File: src/rtl/prio_pkg.sv
// Shared constants and the wrapping descending priority search used by the
// request encoder. Optional grant counter is enabled by PRIO_GRANT_CNT_EN.
package prio_pkg;

  localparam int N_DEF = 16;
  localparam int N_MAX = 64;

  typedef struct packed {
    logic       found;
    logic [5:0] idx;
  } sel_t;

  // Scan from start downwards, wrapping from 0 to n-1; first eligible bit wins.
  function automatic sel_t prio_search(input logic [N_MAX-1:0] elig,
                                       input int unsigned start,
                                       input int unsigned n);
    sel_t res;
    int unsigned pos;
    res = '0;
    pos = 0;
    for (int unsigned i = 0; i < N_MAX; i++) begin
      if (i < n && !res.found) begin
        pos = (start >= i) ? start - i : start + n - i;
        if (elig[pos[5:0]]) begin
          res.found = 1'b1;
          res.idx   = pos[5:0];
        end
      end
    end
    return res;
  endfunction

endpackage

File: src/rtl/prio_req_encoder_if.sv
// Valid/ready grant channel carrying the selected request index.
interface prio_req_encoder_if #(
  parameter int N     = 16,
  parameter int IDX_W = $clog2(N)
);
  logic             out_valid_o;
  logic             out_ready_i;
  logic [IDX_W-1:0] out_idx_o;

  modport master (output out_valid_o, output out_idx_o, input out_ready_i);
  modport slave  (input out_valid_o, input out_idx_o, output out_ready_i);
endinterface

File: src/rtl/prio_rr_sel.sv
// Combinational selector: fixed priority starts at N-1, round-robin starts
// just below the last granted index.
module prio_rr_sel
  import prio_pkg::*;
#(
  parameter int N     = N_DEF,
  parameter int IDX_W = $clog2(N)
) (
  input  logic [N-1:0]     eligible,
  input  logic [IDX_W-1:0] ptr,
  input  logic             rr_mode,
  output logic [IDX_W-1:0] idx,
  output logic             found
);

  logic [N_MAX-1:0] elig_ext;
  int unsigned      start;
  sel_t             res;

  always_comb begin
    elig_ext = N_MAX'(eligible);
    if (rr_mode && ptr != '0) start = 32'(ptr) - 32'd1;
    else                      start = 32'(N - 1);
    res   = prio_search(elig_ext, start, 32'(N));
    idx   = res.idx[IDX_W-1:0];
    found = res.found;
  end

endmodule

File: src/rtl/prio_req_encoder.sv
// Registered priority request encoder: sticky pending bits, per-bit mask,
// fixed or round-robin selection. PRIO_GRANT_CNT_EN adds a saturating grant counter.
module prio_req_encoder
  import prio_pkg::*;
#(
  parameter int N     = N_DEF,
  parameter int IDX_W = $clog2(N)
) (
  input  logic                   clk,
  input  logic                   rst_n,
  input  logic [N-1:0]           req_i,
  input  logic [N-1:0]           mask_i,
  input  logic                   rr_mode_i,
  prio_req_encoder_if.master     grant,
  output logic [N-1:0]           pending_o
`ifdef PRIO_GRANT_CNT_EN
  ,
  input  logic                   cnt_clr_i,
  output logic [15:0]            grant_cnt_o
`endif
);

  logic             hs;
  logic             load;
  logic [N-1:0]     clr;
  logic [N-1:0]     eligible;
  logic [IDX_W-1:0] ptr;
  logic [IDX_W-1:0] sel_idx;
  logic             sel_found;

  assign hs   = grant.out_valid_o && grant.out_ready_i;
  assign load = !grant.out_valid_o || hs;
  assign clr  = hs ? (N'(1) << grant.out_idx_o) : '0;
  // The bit being handed over this cycle must not be presented again at once.
  assign eligible = pending_o & ~mask_i & ~clr;

  prio_rr_sel #(.N(N), .IDX_W(IDX_W)) u_sel (
    .eligible (eligible),
    .ptr      (ptr),
    .rr_mode  (rr_mode_i),
    .idx      (sel_idx),
    .found    (sel_found)
  );

  always_ff @(posedge clk or negedge rst_n) begin
    if (!rst_n) begin
      pending_o         <= '0;
      grant.out_valid_o <= 1'b0;
      grant.out_idx_o   <= '0;
      ptr               <= '0;
    end else begin
      pending_o <= (pending_o & ~clr) | req_i;
      if (hs) ptr <= grant.out_idx_o;
      if (load) begin
        grant.out_valid_o <= sel_found;
        if (sel_found) grant.out_idx_o <= sel_idx;
      end
    end
  end

`ifdef PRIO_GRANT_CNT_EN
  always_ff @(posedge clk or negedge rst_n) begin
    if (!rst_n)                              grant_cnt_o <= '0;
    else if (cnt_clr_i)                      grant_cnt_o <= '0;
    else if (hs && grant_cnt_o != 16'hFFFF)  grant_cnt_o <= grant_cnt_o + 16'd1;
  end
`endif

endmodule

File: src/flat_wrapper.sv
// flat-port wrapper written by rule: the top's interface ports become plain ports
module prio_req_encoder_flat import prio_pkg::*;
#(
  parameter int N     = N_DEF,
  parameter int IDX_W = $clog2(N)
)
  (clk, rst_n, req_i, mask_i, rr_mode_i, pending_o, grant_out_valid_o, grant_out_idx_o, grant_out_ready_i);
  prio_req_encoder_if #(.N(N), .IDX_W(IDX_W)) grant_i ();
  input  logic clk;
  input  logic rst_n;
  input  logic [N-1:0] req_i;
  input  logic [N-1:0] mask_i;
  input  logic rr_mode_i;
  output logic [N-1:0] pending_o;
  output wire logic [$bits(grant_i.out_valid_o)-1:0] grant_out_valid_o;
  output wire logic [$bits(grant_i.out_idx_o)-1:0] grant_out_idx_o;
  input wire logic [$bits(grant_i.out_ready_i)-1:0] grant_out_ready_i;
  assign grant_out_valid_o = grant_i.out_valid_o;
  assign grant_out_idx_o = grant_i.out_idx_o;
  assign grant_i.out_ready_i = grant_out_ready_i;
  prio_req_encoder #(.N(N), .IDX_W(IDX_W)) u_core (.clk(clk), .rst_n(rst_n), .req_i(req_i), .mask_i(mask_i), .rr_mode_i(rr_mode_i), .grant(grant_i), .pending_o(pending_o));
endmodule
File: config.mk
export PLATFORM = sky130hd
export DESIGN_NAME = prio_req_encoder_flat
export DESIGN_NICKNAME = d
export VERILOG_FILES = /design/src/rtl/prio_pkg.sv /design/src/rtl/prio_req_encoder_if.sv /design/src/rtl/prio_rr_sel.sv /design/src/rtl/prio_req_encoder.sv /design/src/flat_wrapper.sv
export SDC_FILE = /design/constraint.sdc
export NUM_CORES = 1
export LEC_CHECK = 0
export CAP_MARGIN = 20
export CORE_MARGIN = 2
export CORE_UTILIZATION = 45
export CTS_CLUSTER_DIAMETER = 150
export DETAILED_ROUTE_END_ITERATION = 10
export DONT_BUFFER_PORTS = 1
export PLACE_DENSITY_LB_ADDON = 0.12
export REMOVE_ABC_BUFFERS = 1
export SKIP_LAST_GASP = 1
export SLEW_MARGIN = 20
export SYNTH_ARGS = -nofsm -noshare
export SYNTH_HDL_FRONTEND = slang
export SYNTH_SLANG_ARGS = --single-unit
export TNS_END_PERCENT = 1
File: constraint.sdc
create_clock -name clk -period 11.22 [get_ports clk]
set_input_delay 2.244 -clock clk [delete_from_list [all_inputs] [get_ports clk]]
set_output_delay 2.244 -clock clk [all_outputs]
set_load 0.05 [all_outputs]
== Yosys cells after proc, flatten, opt, wreduce, memory -nomap -nowiden ==
Index checks and enable logic that the tools add are counted.

* Register bits after elaboration: 25

* $add $sub $neg: 32
* $lt $le $gt $ge: 32
* Muxes and demuxes: 81
* Shift operators: 1
* Bitwise operators: 6
* Reduce and logical (&&, ||, !) cells: 6

{| class="wikitable"
|+ Operators with widths
! kind !! number
|-
| $ge 32x4->1 const B || 8
|-
| $mux 7 || 31
|-
| $ge 32x3->1 const B || 4
|-
| $lt 6x7->1 const B || 16
|-
| $bmux 1 s6 || 16
|-
| $mux 6 || 16
|-
| $sub 6x4->6 const B || 16
|-
| $ge 32x1->1 const B || 2
|-
| $ge 32x2->1 const B || 2
|-
| $and 16x16->16 || 3
|-
| $sub 6x3->6 const B || 8
|-
| $mux 32 || 1
|-
| $not 16->16 || 2
|-
| $sub 6x2->6 const B || 4
|-
| $mux 1 || 16
|-
| $mux 16 || 1
|-
| $or 16x16->16 || 1
|-
| $shl 1x4->16 const A || 1
|-
| $sub 6x1->6 const B || 2
|-
| $add 6x5->6 const B || 1
|-
| $sub 4x1->5 const B || 1
|-
| $reduce_bool 4->1 || 1
|-
| $logic_and 1x1->1 || 2
|-
| $reduce_and 2->1 || 1
|-
| 2 further kinds || 2
|}

== Logic depth before layout (Yosys ltp) ==
* Depth in word-level cells: 39
* Depth in mapped cells: 24

== Cells and area by module ==
From an unflattened synthesis, not the netlist that was laid out.

* Cell total of the unflattened synthesis: 556
* Area total of the unflattened synthesis: 4533.1 µm²

{| class="wikitable"
|+ By module, submodules not included
! module !! area an instance (µm²) !! cells each !! seq. area each (µm²) !! times used
|-
| prio_rr_sel || 3499.6 || 463 || 0.0 || 1
|-
| prio_req_encoder || 1033.5 || 93 || 625.6 || 1
|}

== Worst setup path before layout ==
Ideal clock, no wire load.

* Path kind: in2reg
* Start point: input rr_mode_i
* End point: register u_core.grant.out_idx_o[1]
* Setup slack: 4.093 ns
* Stages on the path: 20
* Arrival: 6.989 ns
* Cell sequence: buf_2 -> buf_1 -> nand2_1 -> inv_1 -> clkbuf_1 -> ha_1 -> clkbuf_1 -> or3b_2 -> ha_1 -> nand2_1 -> nor4b_1 -> or3_1 -> o211a_1 -> a2111oi_4 -> nand4_4 -> or3_4 -> buf_6 -> o41ai_1 -> o32a_1 -> o31ai_1

* Longest elaborated chain between the ends: 37
* Elaborated cells between the ends (all ways): 129
* Classes of those cells: add/sub: 31; order compare: 16; mux: 80; reduce/logical: 2

{| class="wikitable"
|+ Ends and longest elaborated chain
! element !! line !! RTL
|-
| start: declaration || flat_wrapper.sv:13 || <nowiki>input logic rr_mode_i;</nowiki>
|-
| $logic_and 1x1->1 * || prio_rr_sel.sv:22 || <nowiki>if (rr_mode && ptr != '0) start = 32'(ptr) - 32'd1;</nowiki>
|-
| $mux 32 * || prio_rr_sel.sv:22 ||
|-
| $add 6x5->6 or $ge 32x1->1 (tied branches) || prio_pkg.sv:23 || <nowiki>pos = (start >= i) ? start - i : start + n - i;</nowiki>
|-
| $sub 6x1->6 or $mux 6 (tied branches) || prio_pkg.sv:23 ||
|-
| $mux 6 or $bmux 1 s6 (tied branches) || prio_pkg.sv:23, prio_pkg.sv:24 ||
|-
| $bmux 1 s6 or $mux 1 (tied branches) || prio_pkg.sv:24 || <nowiki>if (elig[pos[5:0]]) begin</nowiki>
|-
| $mux 1 (implied by the code) or $mux 7 (tied branches) || prio_pkg.sv:24 ||
|-
| $mux 7 || prio_pkg.sv:24 ||
|-
| [... 21 more ...] || - ||
|-
| $mux 7 || prio_pkg.sv:24 ||
|-
| $mux 7 || prio_pkg.sv:22 || <nowiki>if (i < n && !res.found) begin</nowiki>
|-
| $mux 7 || prio_pkg.sv:24 ||
|-
| $mux 7 || prio_pkg.sv:22 ||
|-
| $mux 7 || prio_pkg.sv:24 ||
|-
| $mux 7 || prio_pkg.sv:22 ||
|-
| $mux 7 || prio_pkg.sv:24 ||
|-
| $mux 7 * || prio_pkg.sv:22 ||
|-
| end signal: assignment || prio_req_encoder.sv:56 || <nowiki>if (sel_found) grant.out_idx_o <= sel_idx;</nowiki>
|-
| end: declaration || prio_req_encoder_if.sv:10 || <nowiki>modport master (output out_valid_o, output out_idx_o, input out_ready_i);</nowiki>
|}

Mark *: on every way between the ends. The rest lies on a longest branch, timed or not. The select of a mux whose other input is x is not followed.
A chain may end at the register's enable or synchronous reset.

== Final worst setup path ==
Same ends and word-level chain as after synthesis.

==> impl_metrics.tcl <==
set metrics [dict create \
    cp.required_ps 11360 \
    die_h_um 105.3 \
    synth_common_cells "nand2_1 (62), nor2_1 (45), a21oi_1 (33)" \
    worstSkewPairLatency_ps 270 \
    outcome "finished, final reports clean" \
    io_buffer_count 0 \
    maxCapViolations 0 \
    grt_pass1_wl_um 26690 \
    hold_class "flip-flop to flip-flop" \
    grt_start_max_net_pins 27 \
    grt_overflow 0 \
    core_sq_um 9864 \
    arrival_ps 7370 \
    synth_warnings 0 \
    ys.flop_type "dfrtp_1" \
    min_period_ps 7226 \
    fin_area_sq_um 4649 \
    nets 644 \
    ios 57 \
    antenna_cells 0 \
    clk_pin_slew_ps 90 \
    fmax_mhz 138.4 \
    fin_skew_ps 7.362 \
    synth_top_area_share_pct 13.55 \
    wire_per_inst_um 23.96 \
    area_growth_syn_to_layout_pct 0.7319 \
    start_util_pct 46.79 \
    fillCellCount 1015 \
    cts_setup_buffers 0 \
    seq_area_frac_synth_pct 13.55 \
    dp_hpwl_um 13520 \
    vias_per_cell 7.173 \
    tightest_slew_ps 867.7 \
    ctsHoldBuffers 0 \
    ys_types 112 \
    hold_viol_final 0 \
    h-tree-depth 1 \
    drive_gt1_share_pct 12.67 \
    cts_tree "built" \
    drt_iter0_drc 652 \
    drt_wl_total_um 17180 \
    dr_total_vias 5143 \
    antenna_found_initial 0 \
    path_class "input port to flip-flop" \
    cts_num_sinks 25 \
    die_area_sq_um 11080 \
    crit_fanout 26 \
    setup_viol 0 \
    drtAntennaViolNets 0 \
    ctsResizeCount 0 \
    numCtsBuffers 3 \
    startpoint_type "input port" \
    synth_area_per_cell_sq_um 7.579 \
    track_usage_pct 30.41 \
    report.final.slew_viol_count 0 \
    synth.top_cells.by_area "dfrtp_1 (14%), ha_1 (6.2%), nand2_1 (5.0%), mux4_2 (3.9%), nor2_1 (3.7%)" \
    grt_pass1_vias 4628 \
    synth_largest_area_cell "dfrtp_1" \
    dpl_cell_area_sq_um 4604 \
    die_w_um 105.3 \
    drc 0 \
    clock_path_buffers 2 \
    fin_setup_tns_ps 0 \
    rsz0062_at_grt "false" \
    slew_headroom_pct 42.16 \
    syn_inst 609 \
    cts-root-buf "clkbuf_8" \
    drt-pass1-iter-count 6 \
    synth.most_common_cell "nand2_1" \
    rows 36 \
    synth_area_sq_um 4616 \
    gp_congestion 0.9923 \
    synth-edff-count 0 \
    ys_ff_latch 25 \
    crit_path_end_kind "flip-flop" \
    fin_crit_sh_pct 64.40 \
    async_flop_share_pct 100.0 \
]
-- flip-flops by register name, indices dropped and copies added (netlist names) --
register,flops
u_core.grant.out_idx_o,4
u_core.grant.out_valid_o,1
u_core.pending_o,16
u_core.ptr,4
-- final timing paths --
check / cells past startpoint / to / slack [ps] / startpoint
min in group asynchronous: 0 / u_core.pending_o[4] / 1650 / rst_n
worst min register to register: 2 / u_core.ptr[1] / 590 / u_core.ptr[1]
worst max-delay path: 15 / u_core.grant.out_idx_o[1] / 3990 / rr_mode_i
worst max register to register: 19 / u_core.grant.out_idx_o[1] / 4180 / u_core.ptr[0]
max in group asynchronous: 0 / u_core.pending_o[8] / 9490 / rst_n
worst min-delay path: 2 / u_core.ptr[1] / 590 / u_core.ptr[1]
-- logic make-up after synthesis --
logic type | count (synthesis) | synth area share, %
AND/OR/NAND/NOR | 255 | 30.39
AO/OA/AOI/OAI | 219 | 35.46
buffers and inverters | 63 | 6.776
flip-flops | 25 | 13.55
adder cells (fa/ha/maj) | 23 | 6.235
multiplexers | 15 | 5.882
XOR/XNOR | 9 | 1.708
-- worst max-delay path: stages --
cell	delay [ps]
nand2_1	360
inv_1	680
ha_1	500
o2111ai_1	190
ha_1	350
or4_1	570
a2111oi_0	460
o32ai_1	210
a21oi_1	340
nor3_4	140
and4b_1	220
o31a_1	280
o32a_1	350
nor3_1	320
o31ai_1	130
-- stage by stage --
step	hold slack, ps	setup WS, ps	cells	utilization (%)
detailed placement	577.4	3919	713	46.68
CTS	594.8	4181	717	47.13
global route	618.7	3809	717	47.13
floorplan	507.4	4719	578	-
global placement	545.1	4017	713	46.68
finish	591.3	3994	717	47.13
-- layout by cell type, fill, tap and decap left out, types with 5 or more instances in the layout --
cell type	synthesis	final
inv_1	29	29
a21o_1	12	12
nand3_1	24	24
nand2b_1	8	8
nand2_1	62	62
or3_1	7	7
o21ai_1	6	6
nand4_1	8	8
or2_2	13	13
nor4_1	7	7
o22ai_1	23	23
nor3_1	22	22
o211ai_1	6	6
and3_1	5	5
o21ai_0	32	32
o221ai_1	5	5
nor2b_1	9	9
mux4_2	8	8
a21oi_1	33	33
xnor2_1	8	8
dfrtp_1	25	25
a211o_1	8	8
a211oi_1	13	13
nor2_1	45	45
ha_1	23	23
-- layer usage --
| metal | wire length, um | global-route usage [%] | vias to the layer above |
|---|---|---|---|
| li1 | - | - | 2315 |
| met1 | 7357 | 43.31 | 2484 |
| met2 | 7737 | 47.51 | 296 |
| met3 | 1630 | 5.875 | 48 |
| met4 | 454 | 6.857 | 0 |
| met5 | 0 | 0 | - |
-- layout make-up --
class	count	area (sq um)	share of cell area (%)
multi-input combinational	521	3677	79.09
timing repair buffer	2	15.01	0.3229
tap	133	166.4	3.579
inverter	32	120.1	2.583
sequential	25	625.6	13.46
clock buffer	4	45.04	0.9688
Power is left out: the tool's default activity adds up to more than one toggle a clock period on the data nets, which glitch-free logic cannot reach.
